===== src/rtl/instr_packer.sv =====
// RV32I instruction encoder: scatters decoded fields into R/I/S/B/U/J words and streams them
// into instruction memory. Define INSTR_PACKER_RANGECHK_EN to enable immediate/format checks.
module instr_packer #(
    parameter int unsigned ADDR_W    = 8,
    parameter int unsigned BASE_ADDR = 0
) (
    input  logic              clk,
    input  logic              rst_n,
    input  logic              in_valid,
    output logic              in_ready,
    input  logic [2:0]        fmt,
    input  logic [6:0]        opcode,
    input  logic [4:0]        rd,
    input  logic [4:0]        rs1,
    input  logic [4:0]        rs2,
    input  logic [2:0]        funct3,
    input  logic [6:0]        funct7,
    input  logic [31:0]       imm,
    input  logic              flush,
    output logic              imem_we,
    output logic [ADDR_W-1:0] imem_addr,
    output logic [31:0]       imem_wdata,
    output logic [ADDR_W:0]   count,
    output logic              err
);

    typedef enum logic {StRun, StFull} state_e;

    localparam logic [ADDR_W-1:0] BaseAddr = ADDR_W'(BASE_ADDR);
    // Last slot before wrap; reaching it fills the memory.
    localparam logic [ADDR_W-1:0] LastAddr = BaseAddr + {ADDR_W{1'b1}};

    state_e            state_q, state_d;
    logic              we_q, we_d;
    logic [ADDR_W-1:0] addr_q, addr_d;
    logic [ADDR_W-1:0] next_q, next_d;
    logic [31:0]       wdata_q, wdata_d;
    logic [ADDR_W:0]   count_q, count_d;
    logic              err_q, err_d;
    logic [31:0]       enc;
    logic              legal;
    logic              accept;

    always_comb begin
        enc = 32'h0000_0013;
        case (fmt)
            3'd0:    enc = {funct7, rs2, rs1, funct3, rd, opcode};
            3'd1:    enc = {imm[11:0], rs1, funct3, rd, opcode};
            3'd2:    enc = {imm[11:5], rs2, rs1, funct3, imm[4:0], opcode};
            3'd3:    enc = {imm[12], imm[10:5], rs2, rs1, funct3, imm[4:1], imm[11], opcode};
            3'd4:    enc = {imm[31:12], rd, opcode};
            3'd5:    enc = {imm[20], imm[10:1], imm[11], imm[19:12], rd, opcode};
            default: enc = 32'h0000_0013;
        endcase
    end

`ifdef INSTR_PACKER_RANGECHK_EN
    // Sign-extension checks: the dropped high bits must all copy the top kept bit.
    always_comb begin
        legal = 1'b0;
        case (fmt)
            3'd0:    legal = 1'b1;
            3'd1,
            3'd2:    legal = (&imm[31:11]) | ~(|imm[31:11]);
            3'd3:    legal = ((&imm[31:12]) | ~(|imm[31:12])) & ~imm[0];
            3'd4:    legal = ~(|imm[11:0]);
            3'd5:    legal = ((&imm[31:20]) | ~(|imm[31:20])) & ~imm[0];
            default: legal = 1'b0;
        endcase
    end
    assign err = err_q;
`else
    logic unused_imm0;
    assign unused_imm0 = imm[0];
    assign legal       = 1'b1;
    assign err         = 1'b0;
`endif

    assign in_ready = (state_q == StRun) & ~flush;
    assign accept   = in_valid & in_ready;

    always_comb begin
        state_d = state_q;
        we_d    = 1'b0;
        addr_d  = addr_q;
        next_d  = next_q;
        wdata_d = wdata_q;
        count_d = count_q;
        err_d   = err_q;
        if (flush) begin
            state_d = StRun;
            next_d  = BaseAddr;
            count_d = '0;
            err_d   = 1'b0;
        end else if (accept) begin
            if (legal) begin
                we_d    = 1'b1;
                addr_d  = next_q;
                wdata_d = enc;
                next_d  = next_q + ADDR_W'(1);
                count_d = count_q + (ADDR_W + 1)'(1);
                if (next_q == LastAddr) begin
                    state_d = StFull;
                end
            end else begin
                err_d = 1'b1;
            end
        end
    end

    always_ff @(posedge clk or negedge rst_n) begin
        if (!rst_n) begin
            state_q <= StRun;
            we_q    <= 1'b0;
            addr_q  <= BaseAddr;
            next_q  <= BaseAddr;
            wdata_q <= '0;
            count_q <= '0;
            err_q   <= 1'b0;
        end else begin
            state_q <= state_d;
            we_q    <= we_d;
            addr_q  <= addr_d;
            next_q  <= next_d;
            wdata_q <= wdata_d;
            count_q <= count_d;
            err_q   <= err_d;
        end
    end

    assign imem_we    = we_q;
    assign imem_addr  = addr_q;
    assign imem_wdata = wdata_q;
    assign count      = count_q;

endmodule

===== config.mk =====
export PLATFORM = sky130hd
export DESIGN_NAME = instr_packer
export DESIGN_NICKNAME = d
export VERILOG_FILES = /design/src/rtl/instr_packer.sv
export SDC_FILE = /design/constraint.sdc
export NUM_CORES = 1
export LEC_CHECK = 0
export ABC_CLOCK_PERIOD_IN_PS = 3450
export CORE_ASPECT_RATIO = 0.6
export CORE_MARGIN = 2
export CORE_UTILIZATION = 43
export DETAILED_ROUTE_END_ITERATION = 16
export PLACE_DENSITY_LB_ADDON = 0.15
export RECOVER_POWER = 50
export SETUP_SLACK_MARGIN = 0.2
export SLEW_MARGIN = 20
export SYNTH_ARGS = -nofsm -noshare
export SYNTH_HDL_FRONTEND = slang
export SYNTH_SLANG_ARGS = --single-unit

===== constraint.sdc =====
create_clock -name clk -period 3.45 [get_ports clk]
set_input_delay 0.345 -clock clk [delete_from_list [all_inputs] [get_ports clk]]
set_output_delay 0.345 -clock clk [all_outputs]
set_load 0.01 [all_outputs]

Word level (Yosys, flattened, before mapping) --
Index checks and enable logic that the tools add are counted.
Operators by class: multiply operators 0, multiplexer cells 10, bitwise operators 4, order comparisons 0, div/mod/pow operators 0, add/sub/neg operators 2, equal/unequal tests 6, reductions and logical operators 5, shift operators 0
Operators with widths (number):
- $pmux W32 S6 | 1
- $mux W9 | 2
- $mux W8 | 2
- $add A9 B1 Y9 const B | 1
- $add A8 B1 Y8 const B | 1
- $eq A8 B8 Y1 const B | 1
- $eq A3 B2 Y1 const B | 2
- $eq A3 B3 Y1 const B | 2
- $mux W1 | 5
- $reduce_and A2 Y1 | 2
- $reduce_bool A2 Y1 | 2
- $eq A3 B1 Y1 const B | 1
- $logic_not A3 Y1 | 1
- $and A1 B1 Y1 | 2
- $not A1 Y1 | 2
Word-level totals: memories kept 0, bits in read-only memories 0, bits in writable memories 0, register bits after elaboration 59, output and inout port bits 52, bits of input ports 71, latch bits 0

Longest topological paths before layout --
Gate-level depths: netlist (run 1).
word-level depth 5, depth in mapped cells 7, depth with buffers taken out 5

Least setup slack after synthesis (run 1) --
No wires, ideal clock.
kind reg2reg, start register state_q, end register addr_q[4], in the netlist imem_addr[4], cell stages (with the launch flop) 7, data arrival time 1.345 ns, path slack 1.980 ns, setup time 0.125 ns, data required time 3.325 ns, period minus slack after synthesis 1.470 ns, cells stage by stage dfrtp_1 > nor2b_2 > buf_6 > nor2b_4 > buf_6 > buf_6 > mux2_4
Between the ends: cells in the longest elaborated chain, start to end 4
RTL lines:
- start: declaration | line 33 | state_e state_q, state_d;
- start signal: assignment | line 113 | state_q <= StRun;
- start signal: assignment | line 121 | state_q <= state_d;
- $not A1 Y1 | line 79 | assign in_ready = (state_q == StRun) & ~flush;
- $and A1 B1 Y1 | line 79
- $and A1 B1 Y1 | line 80 | assign accept = in_valid & in_ready;
- $reduce_and A2 Y1 (no line)
- end signal: assignment | line 115 | addr_q <= BaseAddr;
- end signal: assignment | line 123 | addr_q <= addr_d;
- end: declaration | line 35 | logic [ADDR_W-1:0] addr_q, addr_d;
Every way passes these cells. A chain may end at the register's enable or synchronous reset.

Worst setup path in the final report (run 1) --
start input flush, end output in_ready
Between the ends: cells in the longest elaborated chain, start to end 2
RTL lines:
- start: declaration | line 19 | input logic flush,
- $not A1 Y1 (no line)
- $and A1 B1 Y1 | line 79
- end: declaration | line 10 | output logic in_ready,
Every way passes these cells.

==> impl_metrics.tcl, run 1 <==
set metrics [dict create \
    violations "max-capacitance violations, max-slew violations" \
    post-place-ws_ns 1.10 \
    power_density_nw_per_um2 494 \
    power.leakage_nw 1.92 \
    drive_gt1_share_pct 7.58 \
    fin_setup_tns_ns 0 \
    path_class "input pin to primary output" \
    arrival_ns 2.06 \
    hold_class "flip-flop to flip-flop" \
    port_buffers 121 \
    sequentialPowerShare_pct 35.9 \
    core-area_um2 6620 \
    die-area_um2 7490 \
    synth_area_leaders "dfrtp_1, a21oi_1, nor2_1" \
    ant_nets 0 \
    post-route-period-util_pct 69.6 \
    drt_drc_violations_left 0 \
    dp.cells 493 \
    post_cts_buffers 0 \
    fin_skew_ns 0.00377 \
    antenna_found_initial 0 \
    worst_slack_ns 1.05 \
    syn_nets 373 \
    cap_viol_max_count 1 \
    hpwl_mm 5.72 \
    worstMarginPinSlew_ns 2.42 \
    max_freq_ghz 0.416 \
    initial_core_util_pct 44.1 \
    ys_types 33 \
    top_level_ports 123 \
    drt_iter0_markers 110 \
    synth_top_area_share_pct 50.5 \
    cp_max_fo 20 \
    outcome "finished with violations" \
    vias_per_cell 5.06 \
    cp_cell_sequence "dlygate4sd3_1 -> nor2_1 -> clkdlybuf4s50_1" \
    overflow 0 \
    pwr-share-clk_pct 46.1 \
    critPathTopFamily "buffers and inverters" \
    slew-limit-headroom_pct -61.2 \
    setup_viol 0 \
    worstPathRequired_ns 3.11 \
    row_count 23 \
    netlist.top_cell.by_area "dfrtp_1" \
    routed_wl_mm 7.78 \
    grt_max_degree 48 \
    synth.cell_area_um2 2920 \
    layout.nets 490 \
    avgRoutedWirePerCell_um 15.3 \
    dominantRegCellSynth "dfrtp_1" \
    async_flop_share_pct 100 \
    area_delta_synth_final_pct 53.5 \
    clk_latency_ns 0.32 \
    cts.hold.buffers_added 0 \
    cp-start-kind "input pin" \
    drtPass1Iterations 4 \
    combPwrFrac_pct 18.0 \
    chipHeight_um 67.9 \
    synth_area_per_cell_um2 9.74 \
    period_needed_ns 2.40 \
    diodes 0 \
    cts_buffer_depth 2 \
    fin_cells 509 \
    place_congestion 0.838 \
    clkSinkCount 59 \
    hold_viol_final 0 \
    slowest_delay_ns 1.06 \
    synth_edf_count 0 \
    ys_ff_latch 59 \
    ys_warn_count 0 \
    post_cts_resized 0 \
    clockRootBuffer "clkbuf_16" \
    clk_pin_slew_ns 0.05 \
    p_sw_share_pct 23.0 \
    ys_seq_area_share_pct 50.5 \
    grt_pass1_wl_mm 12.6 \
    path_buf_inv 2 \
    peakVddDrop_uv 348 \
    p_int_w 0.00170 \
    cts_tree "built" \
    rsz0062_at_grt "no" \
    h-tree-depth 3 \
    p_sw_w 0.000510 \
    fp.dieW_um 110 \
    worstSetupEndpointType "primary output" \
    critPathSlowestCell "dlygate4sd3_1" \
    cts_made_buffers 9 \
    grt_pass1_vias 2500 \
    maxSlewViolCount 48 \
    grt.total_usage_pct 21.8 \
    num_vias 2578 \
    syn_inst 300 \
]
-- state kept, by name (all words and copies together) (netlist names) --
name / cells
next_q: 8
imem_wdata: 32
imem_we: 1
count: 9
state_q: 1
imem_addr: 8
-- power groups by stage --
stage / Sequential, W / Clock [W] / Combinational (W)
after floorplan: 0.000829 / 0 / 0.000136
after global placement: 0.000804 / 0 / 0.000401
after detailed placement: 0.000804 / 0 / 0.000408
after CTS: 0.000795 / 0.00104 / 0.000411
after global routing: 0.000803 / 0.00107 / 0.000438
final: 0.000795 / 0.00102 / 0.000399
-- worst reg2reg max path: stages (launching register included) --
cell and delay, ns:
dfrtp_1 0.43, nor2b_1 0.59, nor2b_4 0.29, buf_4 0.30
mux2_2 0.37
-- final timing paths --
check | startpoint | to | slack, ns | cells after the start
worst min register to register | imem_addr[1] | imem_addr[1] | 0.50 | 1
max in group asynchronous | rst_n | imem_wdata[6] | 1.31 | 1
min in group asynchronous | rst_n | imem_addr[1] | 0.77 | 1
worst max register to register | state_q | imem_addr[1] | 1.35 | 4
worst max-delay path | flush | in_ready | 1.05 | 3
worst min-delay path | imem_addr[1] | imem_addr[1] | 0.50 | 1
-- routing by layer --
metal / vias up / GRT usage, % / wire (um)
met5: - / 0 / 0
met4: 0 / 5.78 / 65
met3: 7 / 7.26 / 460
met2: 81 / 32.6 / 3430
met1: 1239 / 30.7 / 3820
li1: 1251 / - / -
-- logic make-up after synthesis --
kind of cell    count (synthesis)  synth area share [%]
buf+inv                        29                  5.82
fa+ha+maj                       2                 0.856
mux                            18                  6.94
xor+xnor                       15                  4.50
flops                          59                  50.5
simple gates                  100                  17.0
compound gates                 76                  14.2
other cells                     1                 0.128
-- final cells by class --
| type | count | area, um^2 |
|---|---|---|
| fillers | 560 | 2130 |
| flip-flops and latches | 59 | 1480 |
| multi-input cells | 212 | 1270 |
| repair buffers | 128 | 1260 |
| clock buffers | 11 | 243 |
| well taps | 87 | 109 |
| clock inverters | 5 | 100 |
| inverters | 7 | 26.3 |
-- through the flow --
stage | area [um^2] | total power [W] | hold WS (ns) | util (%)
CTS | 4490 | 0.00224 | 0.240 | 67.8
floorplan | 2920 | 0.000965 | 0.0494 | -
finish | 4480 | 0.00221 | 0.501 | 67.8
global route | 4480 | 0.00231 | 0.522 | 67.8
detailed placement | 4150 | 0.00121 | 0.498 | 62.6
global placement | 4150 | 0.00121 | 0.496 | 62.6
-- cell usage after synthesis, types with 4 or more instances --
master / instances
xor2_1: 13
o21ai_0: 14
inv_1: 7
nand3b_1: 4
buf_2: 7
nand3_1: 6
mux2i_1: 9
nand2_1: 12
clkbuf_1: 4
buf_4: 4
o31a_1: 6
buf_6: 5
nor2b_1: 16
nand4_1: 5
mux2_2: 6
nor2_1: 48
dfrtp_1: 59
a21oi_1: 52
-- cell usage in the layout (no fill, tap or decap), drive strengths merged, types with 2 or more instances in the layout --
master         count
clkdlybuf4s50    108
dfrtp             59
a21oi             52
nor2              48
nor2b             18
o21ai             14
xor2              13
nand2             12
dlygate4sd3       12
clkbuf            12
mux2i              9
mux2               9
inv                7
buf                7
nand3              6
o31a               6
nand4              5
nand3b             4
and4b              3
bufinv             3
xnor2              2
and3               2
ha                 2
clkinv             2
No activity file was read; power rests on OpenSTA's default activity.
==> run 2, diff against run 1 <==
--- a/config.mk
+++ b/config.mk
@@ -5,7 +5,7 @@
 export SDC_FILE = /design/constraint.sdc
 export NUM_CORES = 1
 export LEC_CHECK = 0
-export ABC_CLOCK_PERIOD_IN_PS = 3450
+export ABC_CLOCK_PERIOD_IN_PS = 2440
 export CORE_ASPECT_RATIO = 0.6
 export CORE_MARGIN = 2
 export CORE_UTILIZATION = 43
==> constraint.sdc (replaced) <==
create_clock -name clk -period 2.44 [get_ports clk]
set_input_delay 0.244 -clock clk [delete_from_list [all_inputs] [get_ports clk]]
set_output_delay 0.244 -clock clk [all_outputs]
set_load 0.01 [all_outputs]
==> impl_metrics.tcl, run 2 (synthesis results as in run 1) <==
set metrics [dict create \
    fin_skew_ns 0.00699 \
    power.leakage_nw 1.92 \
    grt_max_degree 45 \
    vias_per_cell 5.02 \
    clockRootBuffer "clkbuf_16" \
    worstMarginPinSlew_ns 0.793 \
    period_needed_ns 1.71 \
    clk_pin_slew_ns 0.06 \
    cap_viol_max_count 0 \
    slowest_delay_ns 0.62 \
    worstPathRequired_ns 2.69 \
    hpwl_mm 5.54 \
    drive_gt1_share_pct 8.24 \
    largest_reg_flops 32 \
    rsz0062_at_grt "no" \
    cp_cell_sequence "dlygate4sd3_1 -> nor2b_1 -> nor2b_4 -> buf_4 -> nor2_1 -> a21oi_1" \
    arrival_ns 1.96 \
    finish.utilization_pct 68.0 \
    outcome "finished clean" \
    path_class "input pin to flip-flop" \
    place_congestion 0.825 \
    peakVddDrop_uv 370 \
    maxSlewViolCount 0 \
    post-route-period-util_pct 70.1 \
    h-tree-depth 3 \
    layout.nets 493 \
    final_common_cell "clkdlybuf4s50_1" \
    cts_tree "built" \
    setup_viol 0 \
    max_freq_ghz 0.585 \
    drt_iter0_markers 73 \
    ant_nets 0 \
    die-area_um2 7490 \
    grt.total_usage_pct 20.7 \
    rr_startpoint "state_q" \
    mostFrequentLayoutCells "clkdlybuf4s50_1, dfrtp_1, a21oi_1, nor2_1, nor2b_1" \
    area_delta_synth_final_pct 54.0 \
    grt_pass1_wl_mm 12.0 \
    slew-limit-headroom_pct 47.1 \
    rr_endpoint "imem_wdata[28]" \
    initial_core_util_pct 44.1 \
    drtPass1Iterations 4 \
    hold_viol_final 0 \
    top_level_ports 123 \
    clk_latency_ns 0.32 \
    avgRoutedWirePerCell_um 15.0 \
    cp_max_fo 20 \
    chipHeight_um 67.9 \
    cts_made_buffers 9 \
    fp.dieW_um 110 \
    reg2regPathDepth 5 \
    power_density_nw_per_um2 679 \
    clkSinkCount 59 \
    antenna_found_initial 0 \
    routed_wl_mm 7.70 \
    fillers 551 \
    hold_slack_ns 0.477 \
    core-area_um2 6620 \
    worstSetupEndpointType "flip-flop" \
    rrSetupSlack_ns 0.86 \
    port_buffers 121 \
    row_count 23 \
    grt_pass1_vias 2443 \
    post_cts_resized 0 \
    cts_buffer_depth 2 \
    drt_drc_violations_left 0 \
    overflow 0 \
    critPathSlowestCell "dlygate4sd3_1" \
    hold_class "input pin to async pin" \
    cp-start-kind "input pin" \
    diodes 0 \
    fin_setup_tns_ns 0 \
    num_vias 2570 \
]
## run 2: metal layers
| layer | vias up | track usage (%) | wire, um |
|---|---|---|---|
| met5 | - | 0 | 0 |
| met3 | 8 | 6.73 | 530 |
| met4 | 0 | 7.50 | 93 |
| met2 | 83 | 32.7 | 3440 |
| li1 | 1270 | - | - |
| met1 | 1209 | 27.3 | 3640 |
## run 2: worst max path at each step
stage	startpoint	to	slack, ns	cells after the start
after floorplan	state_q	imem_addr[4]	0.97	6
after global placement	in_valid	imem_wdata[29]	0.57	6
after detailed placement	in_valid	imem_wdata[0]	0.50	6
after CTS	state_q	in_ready	0.75	2
after global routing	rst_n	imem_wdata[19]	0.45	3
final	in_valid	imem_wdata[28]	0.73	6
## run 2: critical path: cells and delay by family
family / cells / cell delay (ns)
compound gates: 1 / 0.12
simple gates: 3 / 0.66
buf+inv: 2 / 0.93
## run 2: timing repair
action	in CTS	in global routing
hold endpoints to repair	28	0
setup endpoints to repair	0	0
buffers inserted	0	0
hold buffers	1	0
## run 2: final cells by class
| type | instances | area (um^2) | share of cell area, % |
|---|---|---|---|
| Clock buffer | 9 | 225 | 5.00 |
| Clock inverter | 7 | 101 | 2.25 |
| Inverter | 7 | 26.3 | 0.584 |
| Multi-Input combinational cell | 212 | 1270 | 28.3 |
| Sequential cell | 59 | 1480 | 32.8 |
| Tap cell | 87 | 109 | 2.42 |
| Timing Repair Buffer | 131 | 1290 | 28.7 |
## run 2: where the power goes
part / switching, W / internal (W) / leakage [nW]
Combinational: 0.000243 / 0.000331 / 1.03
Clock: 0.000460 / 0.000899 / 0.152
Sequential: 0.0000553 / 0.00107 / 0.740
Total: 0.000758 / 0.00230 / 1.92
## run 2: metrics by stage
stage / cells / total power [W] / worst slack, ns / instance area [um^2]
2_1_floorplan: 300 / 0.00136 / 0.970 / 2920
3_3_place_gp: 495 / 0.00171 / 0.566 / 4190
3_5_place_dp: 495 / 0.00172 / 0.499 / 4190
4_1_cts: 512 / 0.00310 / 0.748 / 4520
5_1_grt: 512 / 0.00319 / 0.450 / 4500
6_report: 512 / 0.00306 / 0.729 / 4500
